## src/rtl/sr_latch_bank.sv

```systemverilog
// Bank of WIDTH independent clocked set/reset latches with per-bank conflict
// resolution and an optional minimum-on time that defers blocked resets.
module sr_latch_bank #(
   parameter int               WIDTH         = 4,
   parameter int               CONFLICT_MODE = 0,
   parameter int               MIN_ON        = 0,
   parameter int               CNT_W         = 8,
   parameter logic [WIDTH-1:0] INIT          = '0
) (
   input  logic             clk,
   input  logic             rst_n,
   input  logic [WIDTH-1:0] set,
   input  logic [WIDTH-1:0] reset,
   output logic [WIDTH-1:0] Q,
   output logic [WIDTH-1:0] changed,
   output logic [WIDTH-1:0] conflict,
   output logic [WIDTH-1:0] pending,
   output logic [WIDTH-1:0] hold_busy
);

   localparam logic [CNT_W-1:0] MIN_ON_C = CNT_W'(MIN_ON);
   // With no minimum-on restriction the counter has nothing to measure, so it stays at 0.
   localparam logic [CNT_W-1:0] RISE_C   = (MIN_ON >= 1) ? CNT_W'(1) : '0;

   for (genvar i = 0; i < WIDTH; i++) begin : g_ch
      logic [CNT_W-1:0] cnt;
      logic             q_r, chg_r, conf_r, pend_r;
      logic             do_set, do_rst, allow_off, busy;
      logic             q_next, pend_next;

      if (MIN_ON > 0) begin : g_min_on
         assign allow_off = (cnt >= MIN_ON_C);
         assign busy      = q_r && (cnt < MIN_ON_C);
      end else begin : g_no_min_on
         assign allow_off = 1'b1;
         assign busy      = 1'b0;
      end

      always_comb begin
         do_set = 1'b0;
         do_rst = 1'b0;
         if (set[i] && !reset[i]) begin
            do_set = 1'b1;
         end else if (!set[i] && reset[i]) begin
            do_rst = 1'b1;
         end else if (set[i] && reset[i]) begin
            case (CONFLICT_MODE)
               0: do_rst = 1'b1;
               1: do_set = 1'b1;
               3: begin
                  if (q_r) do_rst = 1'b1;
                  else     do_set = 1'b1;
               end
               default: ;
            endcase
         end
      end

      always_comb begin
         q_next    = q_r;
         pend_next = pend_r;
         if (do_set) begin
            q_next    = 1'b1;
            pend_next = 1'b0;
         end else if (do_rst && q_r) begin
            if (allow_off) begin
               q_next    = 1'b0;
               pend_next = 1'b0;
            end else begin
               pend_next = 1'b1;
            end
         end else if (pend_r && allow_off) begin
            q_next    = 1'b0;
            pend_next = 1'b0;
         end
      end

      always_ff @(posedge clk) begin
         if (!rst_n) begin
            q_r    <= INIT[i];
            chg_r  <= 1'b0;
            conf_r <= 1'b0;
            pend_r <= 1'b0;
            cnt    <= INIT[i] ? MIN_ON_C : '0;
         end else begin
            q_r    <= q_next;
            chg_r  <= q_next ^ q_r;
            conf_r <= set[i] & reset[i];
            pend_r <= pend_next;
            // Count on-time from the rising edge, saturating so it never wraps.
            if (!q_next)              cnt <= '0;
            else if (!q_r)            cnt <= RISE_C;
            else if (cnt < MIN_ON_C)  cnt <= cnt + CNT_W'(1);
         end
      end

      assign Q[i]         = q_r;
      assign changed[i]   = chg_r;
      assign conflict[i]  = conf_r;
      assign pending[i]   = pend_r;
      assign hold_busy[i] = busy;
   end

endmodule
```

## config.mk

```make
export PLATFORM = sky130hd
export DESIGN_NAME = sr_latch_bank
export DESIGN_NICKNAME = d
export VERILOG_FILES = /design/src/rtl/sr_latch_bank.sv
export SDC_FILE = /design/constraint.sdc
export NUM_CORES = 1
export LEC_CHECK = 0
export CAP_MARGIN = 15
export CORE_UTILIZATION = 30
export DETAILED_ROUTE_END_ITERATION = 8
export HOLD_SLACK_MARGIN = 0.03
export SLEW_MARGIN = 20
export SYNTH_ARGS = -nofsm -noshare
export SYNTH_HDL_FRONTEND = slang
export SYNTH_SLANG_ARGS = --single-unit
```

## constraint.sdc

```tcl
create_clock -name clk -period 0.9 [get_ports clk]
set_input_delay 0.09 -clock clk [delete_from_list [all_inputs] [get_ports clk]]
set_output_delay 0.09 -clock clk [all_outputs]
set_load 0.01 [all_outputs]
```

Word level (Yosys, flattened, before mapping)
Cells that the tools add are included.
Widths: inputs -> output; s select.

cells by class
  multiplexer cells = 24
  reduce and logical (&&, ||, !) cells = 24
  bitwise logic cells = 8

operators with widths
  kind               number
  $mux 1             24
  $logic_and 1x1->1  16
  $logic_not 1->1    8
  $and 1x1->1        4
  $xor 1x1->1        4

word-level totals
  flip-flop bits (word level) = 12
  bits of input ports = 10
  word-level logic and storage cells = 68

Longest topological paths before layout
Gate-level depths: netlist of the first run.

  word-level depth = 8
  depth in mapped cells = 2
  mapped depth without buffers = 2

Least setup slack after synthesis of the first run
OpenSTA, ideal clock, no wires.

  path kind = reg-to-reg
  start = register g_ch[0].q_r
  end = register g_ch[0].chg_r
  cell stages (with the launch flop) = 3
  data required time = 0.784 ns
  period minus slack after synthesis = 0.820 ns
  arrival = 0.705 ns
  path slack = 0.080 ns
  library setup time = 0.116 ns
  path through = dfxtp_1 and4bb_1 a31o_1

between the ends
  longest elaborated chain between the ends = 4

ends and longest elaborated chain
  element                 line  RTL
  from (decl)             27    logic q_r, chg_r, conf_r, pend_r;
  from (signal assigned)  80    q_r <= INIT[i];
  from (signal assigned)  86    q_r <= q_next;
  $logic_and 1x1->1       65    end else if (do_rst && q_r) begin
  $mux 1                  65
  $mux 1                  62    if (do_set) begin
  $xor 1x1->1 (*)         87    chg_r <= q_next ^ q_r;
  to (signal assigned)    87
  to (decl)               27

Mark *: on every way between the ends. The rest lies on a longest branch, timed or not.
A chain may end at the register's enable or synchronous reset.

==> flow_metrics.env, run 1 <==
export IMPL_status="completed"
export IMPL_grt_usage_pct=9.91
export IMPL_clock_latency_ps=270
export IMPL_grt_pass1_vias=346
export IMPL_top_layer_used="met3"
export IMPL_finalSetupTns_ps=0
export IMPL_via_per_inst=3.98
export IMPL_cts_root_buf="clkbuf_4"
export IMPL_start_util_pct=33.0
export IMPL_slew_violations=0
export IMPL_ctsHoldBuffers=0
export IMPL_grt_max_degree=16
export IMPL_ys_warn_count=0
export IMPL_drt_iter0_drc=5
export IMPL_fin_skew_ps=1.76
export IMPL_tritoncts="done"
export IMPL_grt_ovfl_total=0
export IMPL_maxCapViolCount=0
export IMPL_wl_met1_um=418
export IMPL_routedWlPerCell_um=8.97
export IMPL_grt_pass1_wl_um=1380
export IMPL_path_max_fanout=15
export IMPL_fin_crit_sh_pct=96.0
export IMPL_detail_route_antenna_nets=0
export IMPL_portBuffers=21
export IMPL_gp_congestion=0.617
export IMPL_required_ps=1070
export IMPL_wl_um=915
export IMPL_antennaDiodeCount=0
export IMPL_ys_seq_area_share_pct=41.3
export IMPL_r2r_cells=3
export IMPL_p_leak_nw=0.382
export IMPL_wl_met2_um=413
export IMPL_rsz0062_at_grt="false"
export IMPL_cp_end_kind="flip-flop"
export IMPL_numCtsBuffers=3
export IMPL_vias=406
export IMPL_hold_slack_ps=476
export IMPL_final_hold_viol_count=0
export IMPL_ir_drop_mv=0.613
export IMPL_core_rowCount=15
export IMPL_clk_pin_slew_worst_paths_ps=80
export IMPL_syn_area_um2=582
export IMPL_fmax_ghz=1.16
export IMPL_dr_pass1_iters=3
export IMPL_met3RoutedLength_um=83
export IMPL_syn_inst=54
export IMPL_ys_ff_latch=12
export IMPL_area_growth_pct=30.5
export IMPL_layout_drive_gt1_share_pct=48.1
export IMPL_p_per_area_nw_per_um2=1560
export IMPL_final_cell_mix="12 x buf_2, 12 x buf_4, 9 x clkdlybuf4s50_1"
export IMPL_post_route_min_period_ps=864
export IMPL_htreeDepth=1
export IMPL_dieArea_um2=2120
export IMPL_ioPinCount=30
export IMPL_critPathArrivalTime_ps=1030
export IMPL_die_w_um=46.0
export IMPL_core_area_um2=1760
export IMPL_path_class="input pin to flip-flop"
export IMPL_syn_area_per_cell_um2=10.8
export IMPL_hp_class="input pin to flip-flop"
export IMPL_synth_cell_types=10
export IMPL_drc_errors=0
export IMPL_nets=88
export IMPL_worstHoldPathCells=2
export IMPL_fp_dieH_um=46.0
export IMPL_hpwlAfterDp_um=670
export IMPL_startpoint_type="input pin"
export IMPL_numClockSinks=12
export IMPL_clock_path_buffers=2
export IMPL_finalSetupViolCount=0
export IMPL_grt_antenna_before_repair=0
-- registers in the layout, summed over array words and instances (netlist names) --
name and count:
g_ch.conf_r 4, g_ch.q_r 4, g_ch.chg_r 4
-- logic make-up after synthesis --
| logic type | synth area share, % |
|---|---|
| AND/OR/NAND/NOR | 24.3 |
| AO/OA/AOI/OAI | 6.02 |
| other | 0.645 |
| flip-flops | 41.3 |
| buffers and inverters | 27.7 |
-- where the power goes --
| part | total, mW | switching [mW] | internal [mW] |
|---|---|---|---|
| registers | 0.566 | 0.00823 | 0.558 |
| clock network | 0.427 | 0.181 | 0.246 |
| logic | 0.192 | 0.0812 | 0.111 |
| total | 1.19 | 0.271 | 0.915 |
-- final timing paths --
kind                                             endpoint              startpoint  slack (ps)
worst min-delay path            g_ch[2].conf_r$_SDFF_PN0_                  set[2]         480
worst min register to register   g_ch[2].chg_r$_SDFF_PN0_  g_ch[2].q_r$_SDFF_PN0_         510
worst max register to register   g_ch[0].chg_r$_SDFF_PN0_  g_ch[0].q_r$_SDFF_PN0_          40
worst max-delay path             g_ch[1].chg_r$_SDFF_PN0_                   rst_n          40
-- critical path, cell delays in order --
cell	delay, ps
clkdlybuf4s50_1	390
buf_4	170
and4bb_1	200
a31o_1	180
-- cell type report --
class	count	area [um2]
Clock buffer	4	36.3
Fill cell	204	1000
Multi-Input combinational cell	28	206
Sequential cell	12	245
Tap cell	25	31.3
Timing Repair Buffer	33	240
-- layer usage --
| layer | vias to the layer above | GRT usage, % |
|---|---|---|
| met1 | 182 | 11.7 |
| met5 | - | 0 |
| met4 | 0 | 7.06 |
| li1 | 205 | - |
| met2 | 19 | 13.5 |
| met3 | 0 | 5.16 |
-- cell usage after synthesis --
cell type | count | area (um2)
and3_1 | 3 | 18.8
buf_6 | 1 | 11.3
conb_1 | 1 | 3.75
buf_4 | 20 | 150
nor2_1 | 4 | 15.0
nor3b_2 | 4 | 50.1
a31o_1 | 4 | 35.0
dfxtp_1 | 12 | 240
and3_2 | 1 | 7.51
and4bb_1 | 4 | 50.1
-- per-stage QoR --
step	setup WS, ps	area (um2)	power [mW]	util, %	instances
2_1_floorplan	79.7	608	0.713	-	61
3_3_place_gp	-239	786	0.795	44.5	99
3_5_place_dp	-242	786	0.797	44.5	99
4_1_cts	1.77	791	1.22	44.8	102
5_1_grt	7.56	759	1.25	43.0	102
6_report	36.3	759	1.19	43.0	102
-- repair_timing --
item,in CTS,in global routing
endpoints found under the setup margin,14,6
setup buffers,0,0
pin swaps,0,1
gates resized for setup,47,5
(Power assumes the default switching activity.)
==> run 2, diff against run 1 <==
--- a/config.mk
+++ b/config.mk
@@ -9,6 +9,7 @@
 export CORE_UTILIZATION = 30
 export DETAILED_ROUTE_END_ITERATION = 8
 export HOLD_SLACK_MARGIN = 0.03
+export SKIP_LAST_GASP = 1
 export SLEW_MARGIN = 20
 export SYNTH_ARGS = -nofsm -noshare
 export SYNTH_HDL_FRONTEND = slang
==> results of run 2 <==
No change in the layout: final DEF, timing and power equal those of run 1.
